===== config.mk =====
export PLATFORM = sky130hd
export DESIGN_NAME = fsm_sync
export DESIGN_NICKNAME = d
export VERILOG_FILES = /design/src/rtl/fsm_sync.sv
export SDC_FILE = /design/constraint.sdc
export NUM_CORES = 1
export LEC_CHECK = 0
export CAP_MARGIN = 20
export CORE_MARGIN = 8
export CORE_UTILIZATION = 61
export DETAILED_ROUTE_END_ITERATION = 10
export PLACE_DENSITY = 0.83
export SLEW_MARGIN = 20
export SYNTH_ARGS = -nofsm -noshare
export SYNTH_HDL_FRONTEND = slang
export SYNTH_SLANG_ARGS = --single-unit

===== constraint.sdc =====
create_clock -name clk -period 7.7 [get_ports clk]
set_input_delay 1.155 -clock clk [delete_from_list [all_inputs] [get_ports clk]]
set_output_delay 1.155 -clock clk [all_outputs]
set_load 0.05 [all_outputs]

===== src/rtl/fsm_sync.sv =====
// fsm_sync: lock detector for a periodic, asynchronous RF-detect strobe.
// rfin is synchronized and edge-detected, and the interval between rising
// edges is measured. 'state' goes high after LOCK_COUNT consecutive
// in-window periods. It drops on an out-of-window pulse, or on a timeout
// when no pulse arrives within PERIOD_MAX cycles.
// sh_en gets its own plain two-flop synchronizer for downstream shift logic.
// Optional build macro FSM_SYNC_SHEN_GATE_EN: when it is defined,
// sh_en_sync2 is qualified by 'state', so shift enables only pass while
// LOCKED.
module fsm_sync #(
  parameter int CNT_W      = 16,
  parameter int PERIOD_MIN = 9500,
  parameter int PERIOD_MAX = 10500,
  parameter int LOCK_COUNT = 4
) (
  input  logic clk,
  input  logic rst,
  input  logic rfin,
  input  logic sh_en,
  output logic state,
  output logic sh_en_sync2
);

  typedef enum logic [1:0] {
    IDLE    = 2'd0,
    ACQUIRE = 2'd1,
    LOCKED  = 2'd2
  } fsmState_t;

  localparam int GC_W = $clog2(LOCK_COUNT + 1);

  // The measured period is one bit wider than the counter. This lets
  // icnt+1 be formed without wrapping when the counter is saturated.
  localparam logic [CNT_W:0]   LP_MIN      = (CNT_W + 1)'(PERIOD_MIN);
  localparam logic [CNT_W:0]   LP_MAX      = (CNT_W + 1)'(PERIOD_MAX);
  localparam logic [CNT_W:0]   LP_ONE      = (CNT_W + 1)'(1);
  localparam logic [CNT_W-1:0] LP_ICNT_SAT = {CNT_W{1'b1}};
  localparam logic [GC_W-1:0]  LP_LOCK     = GC_W'(LOCK_COUNT);
  localparam logic [GC_W-1:0]  LP_GC_ONE   = GC_W'(1);

  logic            r_rfSync1;
  logic            r_rfSync2;
  logic            r_rfSync3;
  logic            r_shSync1;
  logic            r_shSync2;
  logic [CNT_W-1:0] r_icnt;
  logic [GC_W-1:0] r_gcnt;
  fsmState_t       r_fsmState;
  logic            r_state;

  logic            w_rfPulse;
  logic [CNT_W:0]  w_period;
  logic            w_inWindow;
  logic            w_overrun;
  logic [GC_W-1:0] w_gcntInc;
  fsmState_t       w_nextState;
  logic [GC_W-1:0] w_nextGcnt;
  logic [CNT_W-1:0] w_nextIcnt;

  // Three-flop chain on rfin: two flops for metastability, the third for edge detection.
  always_ff @(posedge clk) begin
    if (!rst) begin
      r_rfSync1 <= 1'b0;
      r_rfSync2 <= 1'b0;
      r_rfSync3 <= 1'b0;
    end else begin
      r_rfSync1 <= rfin;
      r_rfSync2 <= r_rfSync1;
      r_rfSync3 <= r_rfSync2;
    end
  end

  // Two-flop synchronizer for sh_en; level is passed through, no edge detect.
  always_ff @(posedge clk) begin
    if (!rst) begin
      r_shSync1 <= 1'b0;
      r_shSync2 <= 1'b0;
    end else begin
      r_shSync1 <= sh_en;
      r_shSync2 <= r_shSync1;
    end
  end

  // Rising-edge strobe. A long rfin high time still yields a single pulse.
  assign w_rfPulse = r_rfSync2 & ~r_rfSync3;

  // Period ending in this cycle, and whether it is acceptable or already overdue.
  assign w_period   = {1'b0, r_icnt} + LP_ONE;
  assign w_inWindow = (w_period >= LP_MIN) && (w_period <= LP_MAX);
  assign w_overrun  = (w_period > LP_MAX);
  assign w_gcntInc  = r_gcnt + LP_GC_ONE;

  // Interval counter restarts on every pulse and otherwise saturates.
  // Saturating means a very long gap can never wrap back into the window.
  always_comb begin
    w_nextIcnt = r_icnt;
    if (w_rfPulse) begin
      w_nextIcnt = '0;
    end else if (r_icnt != LP_ICNT_SAT) begin
      w_nextIcnt = r_icnt + 1'b1;
    end
  end

  // Next-state and good-count logic. A pulse always takes precedence over a
  // timeout in the same cycle.
  always_comb begin
    w_nextState = r_fsmState;
    w_nextGcnt  = r_gcnt;
    case (r_fsmState)
      IDLE: begin
        if (w_rfPulse) begin
          w_nextState = ACQUIRE;
          w_nextGcnt  = '0;
        end
      end
      ACQUIRE: begin
        if (w_rfPulse) begin
          if (w_inWindow) begin
            if (w_gcntInc >= LP_LOCK) begin
              w_nextState = LOCKED;
              w_nextGcnt  = LP_LOCK;
            end else begin
              w_nextGcnt = w_gcntInc;
            end
          end else begin
            w_nextGcnt = '0;
          end
        end else if (w_overrun) begin
          w_nextGcnt = '0;
        end
      end
      LOCKED: begin
        if (w_rfPulse) begin
          if (!w_inWindow) begin
            w_nextState = ACQUIRE;
            w_nextGcnt  = '0;
          end
        end else if (w_overrun) begin
          w_nextState = ACQUIRE;
          w_nextGcnt  = '0;
        end
      end
      default: begin
        w_nextState = IDLE;
        w_nextGcnt  = '0;
      end
    endcase
  end

  // State, counters and the registered lock flag all update on the same edge.
  always_ff @(posedge clk) begin
    if (!rst) begin
      r_fsmState <= IDLE;
      r_gcnt     <= '0;
      r_icnt     <= '0;
      r_state    <= 1'b0;
    end else begin
      r_fsmState <= w_nextState;
      r_gcnt     <= w_nextGcnt;
      r_icnt     <= w_nextIcnt;
      r_state    <= (w_nextState == LOCKED);
    end
  end

  assign state = r_state;

`ifdef FSM_SYNC_SHEN_GATE_EN
  assign sh_en_sync2 = r_shSync2 & r_state;
`else
  assign sh_en_sync2 = r_shSync2;
`endif

endmodule


## Word level (Yosys, flattened, before mapping)

Cells that the tools add are included.

| storage, ports and cells | value |
|---|---|
| bits of input ports | 4 |
| register bits after elaboration | 27 |
| word-level logic and storage cells | 45 |

| operators by class | value |
|---|---|
| reductions and logical operators | 4 |
| equality and inequality tests | 6 |
| add/subtract/negate cells | 3 |
| magnitude comparators | 4 |
| bitwise gates (word level) | 3 |
| mux-type cells | 16 |

Operator list:

| cell | number |
|---|---|
| $mux 3 | 7 |
| $add 16x1->17 const B | 1 |
| $ge 17x14->1 const B | 1 |
| $gt 17x14->1 const B | 1 |
| $le 17x14->1 const B | 1 |
| $add 16x1->16 const B | 1 |
| $ne 16x16->1 const B | 1 |
| $mux 2 | 7 |
| $pmux 3 s3 | 1 |
| $pmux 2 s3 | 1 |
| $eq 2x2->1 const B | 2 |
| $add 3x1->3 const B | 1 |
| $ge 3x3->1 const B | 1 |
| $ne 3x3->1 const B | 1 |
| $eq 2x1->1 const B | 1 |
| $logic_not 2->1 | 1 |
| $ne 2x2->1 const B | 1 |
| $not 1->1 | 2 |
| $reduce_and 2->1 | 1 |
| $reduce_or 2->1 | 1 |
| $and 1x1->1 | 1 |
| $logic_and 1x1->1 | 1 |

## Depth between registers and ports, before layout

| logic depth | value |
|---|---|
| depth in word-level cells | 7 |
| gate-level depth with buffers | 11 |

## Worst setup path before layout

Ideal clock, no wire load.

| timing path | value |
|---|---|
| path kind | register to register |
| from | register r_icnt[1] |
| to | register r_state, in the netlist state |
| arrival time | 2.374 ns |
| slack | 5.238 ns |
| data required time | 7.612 ns |
| clock period less this slack | 2.462 ns |
| stages on the path, launching flop included | 10 |
| cells stage by stage | dfxtp_1 ha_1 nand4_1 or4_1 a211oi_2 o21ai_2 a41oi_2 a21oi_2 a211o_2 a311oi_2 |

| between the ends | value |
|---|---|
| word-level cells in the longest chain between the ends | 7 |
| elaborated cells on any way between the ends | 12 |
| classes of those cells | add/sub (1); order compare (3); eq/ne (1); mux (6); reduce/logical (1) |

Ends and longest elaborated chain:

| item | line | RTL |
|---|---|---|
| start, declared | 46 | `logic [CNT_W-1:0] r_icnt;` |
| start signal, assigned | 160 | `r_icnt <= w_nextIcnt;` |
| $add 16x1->17 (*) | 88 | `assign w_period = {1'b0, r_icnt} + LP_ONE;` |
| $ge 17x14->1 / $le 17x14->1 (equally long branches) | 89 | `assign w_inWindow = (w_period >= LP_MIN) && (w_period <= LP_MAX);` |
| $logic_and 1x1->1 | 89 |  |
| $mux 2, on equally long branches | 134, 118 |  |
| $mux 2, on equally long branches | 133, 117 |  |
| $pmux 2 s3 (*) | 109 | `case (r_fsmState)` |
| $eq 2x2->1 (*) | 161 | `r_state <= (w_nextState == LOCKED);` |
| end signal, assigned | 161 |  |
| end, declared | 49 | `logic r_state;` |

Every way passes the cells marked *; elsewhere a longest branch is shown, timed or not.
A chain may end at the register's enable or synchronous reset.

## Final worst setup path

| timing path | value |
|---|---|
| from | register r_icnt[0] |
| to | register r_fsmState[0] |

| between the ends | value |
|---|---|
| word-level cells in the longest chain between the ends | 6 |
| elaborated cells on any way between the ends | 11 |
| classes of those cells | add/sub (1); order compare (3); mux (6); reduce/logical (1) |

Ends and longest elaborated chain:

| item | line | RTL |
|---|---|---|
| $add 16x1->17 (*) | 88 |  |
| $ge 17x14->1 / $le 17x14->1 (equally long branches) | 89 |  |
| $logic_and 1x1->1 | 89 |  |
| $mux 2, on equally long branches | 134, 118 |  |
| $mux 2, on equally long branches | 133, 117 |  |
| $pmux 2 s3 (*) | 109 |  |
| end signal, assigned | 158 | `r_fsmState <= w_nextState;` |
| end, declared | 48 | `fsmState_t r_fsmState;` |

Marks and branches as above.

==> run summary <==
Status: complete, no violations
Top_reg_cell synth: dfxtp_1
Vias in the first global route: 1528
Slew Viols, Final: 0
Async set or reset register ratio after synthesis: 0
Hold_buf cts: 0
Ranking of synthesized cells by area: dfxtp_1 29%, xnor2_1 6.1%, ha_1 4.0%
Syn_nets: 234
DIE WIDTH: 71.5 µm
Antenna cells: 0
FF+latch count, synth: 27
Slowest cell on the critical path: dfxtp_1
Worst-path clk slew: 0.16 ns
R2R depth: 9
Maxcap violations: 0
Synthesis Warnings: 0
Cells after Synth: 224
Worst slew margin: 0.562
Via count: 1595
CTS root buffer: clkbuf_4
RSZ-0062 raised after global routing: false
First-pass GRT wire length: 6580 µm
Largest net degree at the start of global routing: 18
Peak supply drop: 0.0885 mV
Pleak: 0.658 nW
Overall Power: 0.236 mW
Fmax: 300 MHz
H-tree depth: 1
Post-synth top area cell: dfxtp_1
Total grt overflow: 0
Max FO, Critical Path: 12
Setup violators final: 0
Final HPWL DP: 2830 µm
Minimum clock period: 3.33 ns
Number of CTS-inserted buffers: 3
Register area share after synthesis: 0.287
Min-delay src: r_rfSync1$_SDFF_PN0_
Pre-antenna DRT Iters: 4
Critical path class: register to register
CTS tree: yes
Worst setup SP type: register
Clk_lat worst skew: 0.33 ns
Cts repair resizes: 0
Post-CTS Setup Inserts: 0
Critical Path Source: r_icnt[0]$_SDFFE_PP0N_
Max Buffers Root-to-Sink: 2
R2r startpoint: r_icnt[0]$_SDFFE_PP0N_
Distinct cells, synth: 54
Critical path arrival: 3.63 ns
Synthesized cell area: 1880 µm²
WL final: 3850 µm
Final Cycle Share: 0.433
Routed WL per cell: 15.3 µm
Setup TNS: 0 ns
Die Y: 71.5 µm
Top Ports: 6
Final hold vios: 0
Post-synth top area share: 0.287
FP Rows: 20
Area growth syn-to-layout: 1.40%
WP data required: 8.00 ns
Number of flops mapped to enable cells by yosys: 0
Initial Util: 0.627
PwrDens: 124 nW/µm²
Filler cells: 265
Share of layout cells above drive strength 1: 0.0913
CTS Sinks: 27
ANT nets after route: 0
Multi-input gate area: 1210 µm²
Initial antenna violation count: 0
Measured slew at the worst slew-check pin: 0.640 ns
Slowest stage delay, CP: 0.58 ns
Via-per-instance ratio: 6.33
DR DRC count: 0
DR iter-0 viols: 116
Total track usage: 0.154
CP Capture Type: register
Clock Skew: 0.00606 ns
FF/Latch Area: 541 µm²
GPL Wtd Cong: 0.900
Syn_area_per_cell: 8.40 µm²
Crit path cell chain: ha_1 -> nand4_1 -> or4_1 -> a211oi_2 -> o21ai_2 -> a311oi_2 -> a211oi_1 -> o22ai_1 -> and2_1
Core box area: 3000 µm²
Die area: 5120 µm²
Worst min-delay path class: register to register
Number of nets in the layout: 230
Hold path depth: 1
PortBufs: 5
[cells in the final DEF, fill, tap and decap left out, types with 4 or more instances in the layout]
cell	count
a21oi_1	13
o22ai_1	4
o21ai_0	9
dfxtp_1	27
nor3_1	6
nand3_1	10
nand4_1	6
ha_1	6
nor2_1	16
nor3b_1	4
and2_1	8
xnor2_1	13
a31oi_1	4
xor2_1	6
o211ai_1	4
inv_1	9
clkdlybuf4s50_1	5
nand2_1	17
[power by group]
group          switching, mW  internal [mW]  total [mW]
combinational         0.0123        0.00870      0.0210
clock                 0.0469         0.0212      0.0681
sequential           0.00473          0.143       0.147
total                 0.0639          0.172       0.236
[worst paths after layout]
path / end / slack (ns)
max reg2reg: r_fsmState[0]$_SDFF_PN0_ / 4.37
min reg2reg: r_rfSync2$_SDFF_PN0_ / 0.46
max: r_fsmState[0]$_SDFF_PN0_ / 4.37
min: r_rfSync2$_SDFF_PN0_ / 0.46
[flip-flops by register name, indices dropped and copies added (netlist names)]
| name | flops |
|---|---|
| state | 1 |
| sh_en_sync2 | 1 |
| r_icnt | 16 |
| r_shSync1 | 1 |
| r_rfSync2 | 1 |
| r_fsmState | 2 |
| r_rfSync1 | 1 |
| r_rfSync3 | 1 |
| r_gcnt | 3 |
[worst max-delay path: cells and delay by family (launching register included)]
family | cells | cell delay [ns]
fa+ha+maj | 1 | 0.47
simple gates | 3 | 1.05
flops | 1 | 0.58
compound gates | 5 | 1.18
[stage by stage]
step / std cells / util / instance area, µm² / setup WS, ns / hold slack, ns
after floorplan: 224 / - / 1880 / 5.24 / 0.412
after global placement: 248 / 0.625 / 1880 / 4.56 / 0.415
after detailed placement: 248 / 0.625 / 1880 / 4.46 / 0.419
after CTS: 252 / 0.635 / 1910 / 4.41 / 0.459
after global routing: 252 / 0.635 / 1910 / 4.04 / 0.487
final: 252 / 0.635 / 1910 / 4.37 / 0.459
[final cells by class]
| cell class | count | area share |
|---|---|---|
| clock inverter | 1 | 0.00459 |
| sequential | 27 | 0.283 |
| inverter | 9 | 0.0177 |
| timing repair buffer | 5 | 0.0262 |
| multi-input combinational | 174 | 0.635 |
| clock buffer | 3 | 0.0118 |
| tap | 33 | 0.0216 |
[cell families after synthesis]
family                   Yosys count  synth area share
buffers and inverters             23            0.0691
AO/OA/AOI/OAI                     54             0.205
AND/OR/NAND/NOR                   93             0.299
multiplexers                       2            0.0106
adder cells (fa/ha/maj)            6            0.0399
flip-flops                        27             0.287
XOR/XNOR                          19            0.0884
[Yosys cell counts, drive strengths merged (4+ instances only)]
master  number
o22ai        4
nor3b        4
o21ai       11
dfxtp       27
nand3       10
and3         4
ha           6
inv          9
nor2        16
xor2         6
buf          6
a31oi        4
nand2       17
clkbuf       8
and2         8
xnor2       13
nand4        8
o211ai       4
nor4         6
nor3         6
a21oi       14
[routing by layer]
metal  track usage  vias up  wire [µm]
met5             0        -          0
met4        0.0658        0         60
met3        0.0237        6        198
met2         0.250       36       1770
met1         0.197      747       1820
li1              -      806          -
Note: power is estimated with default switching activity, not from simulation.
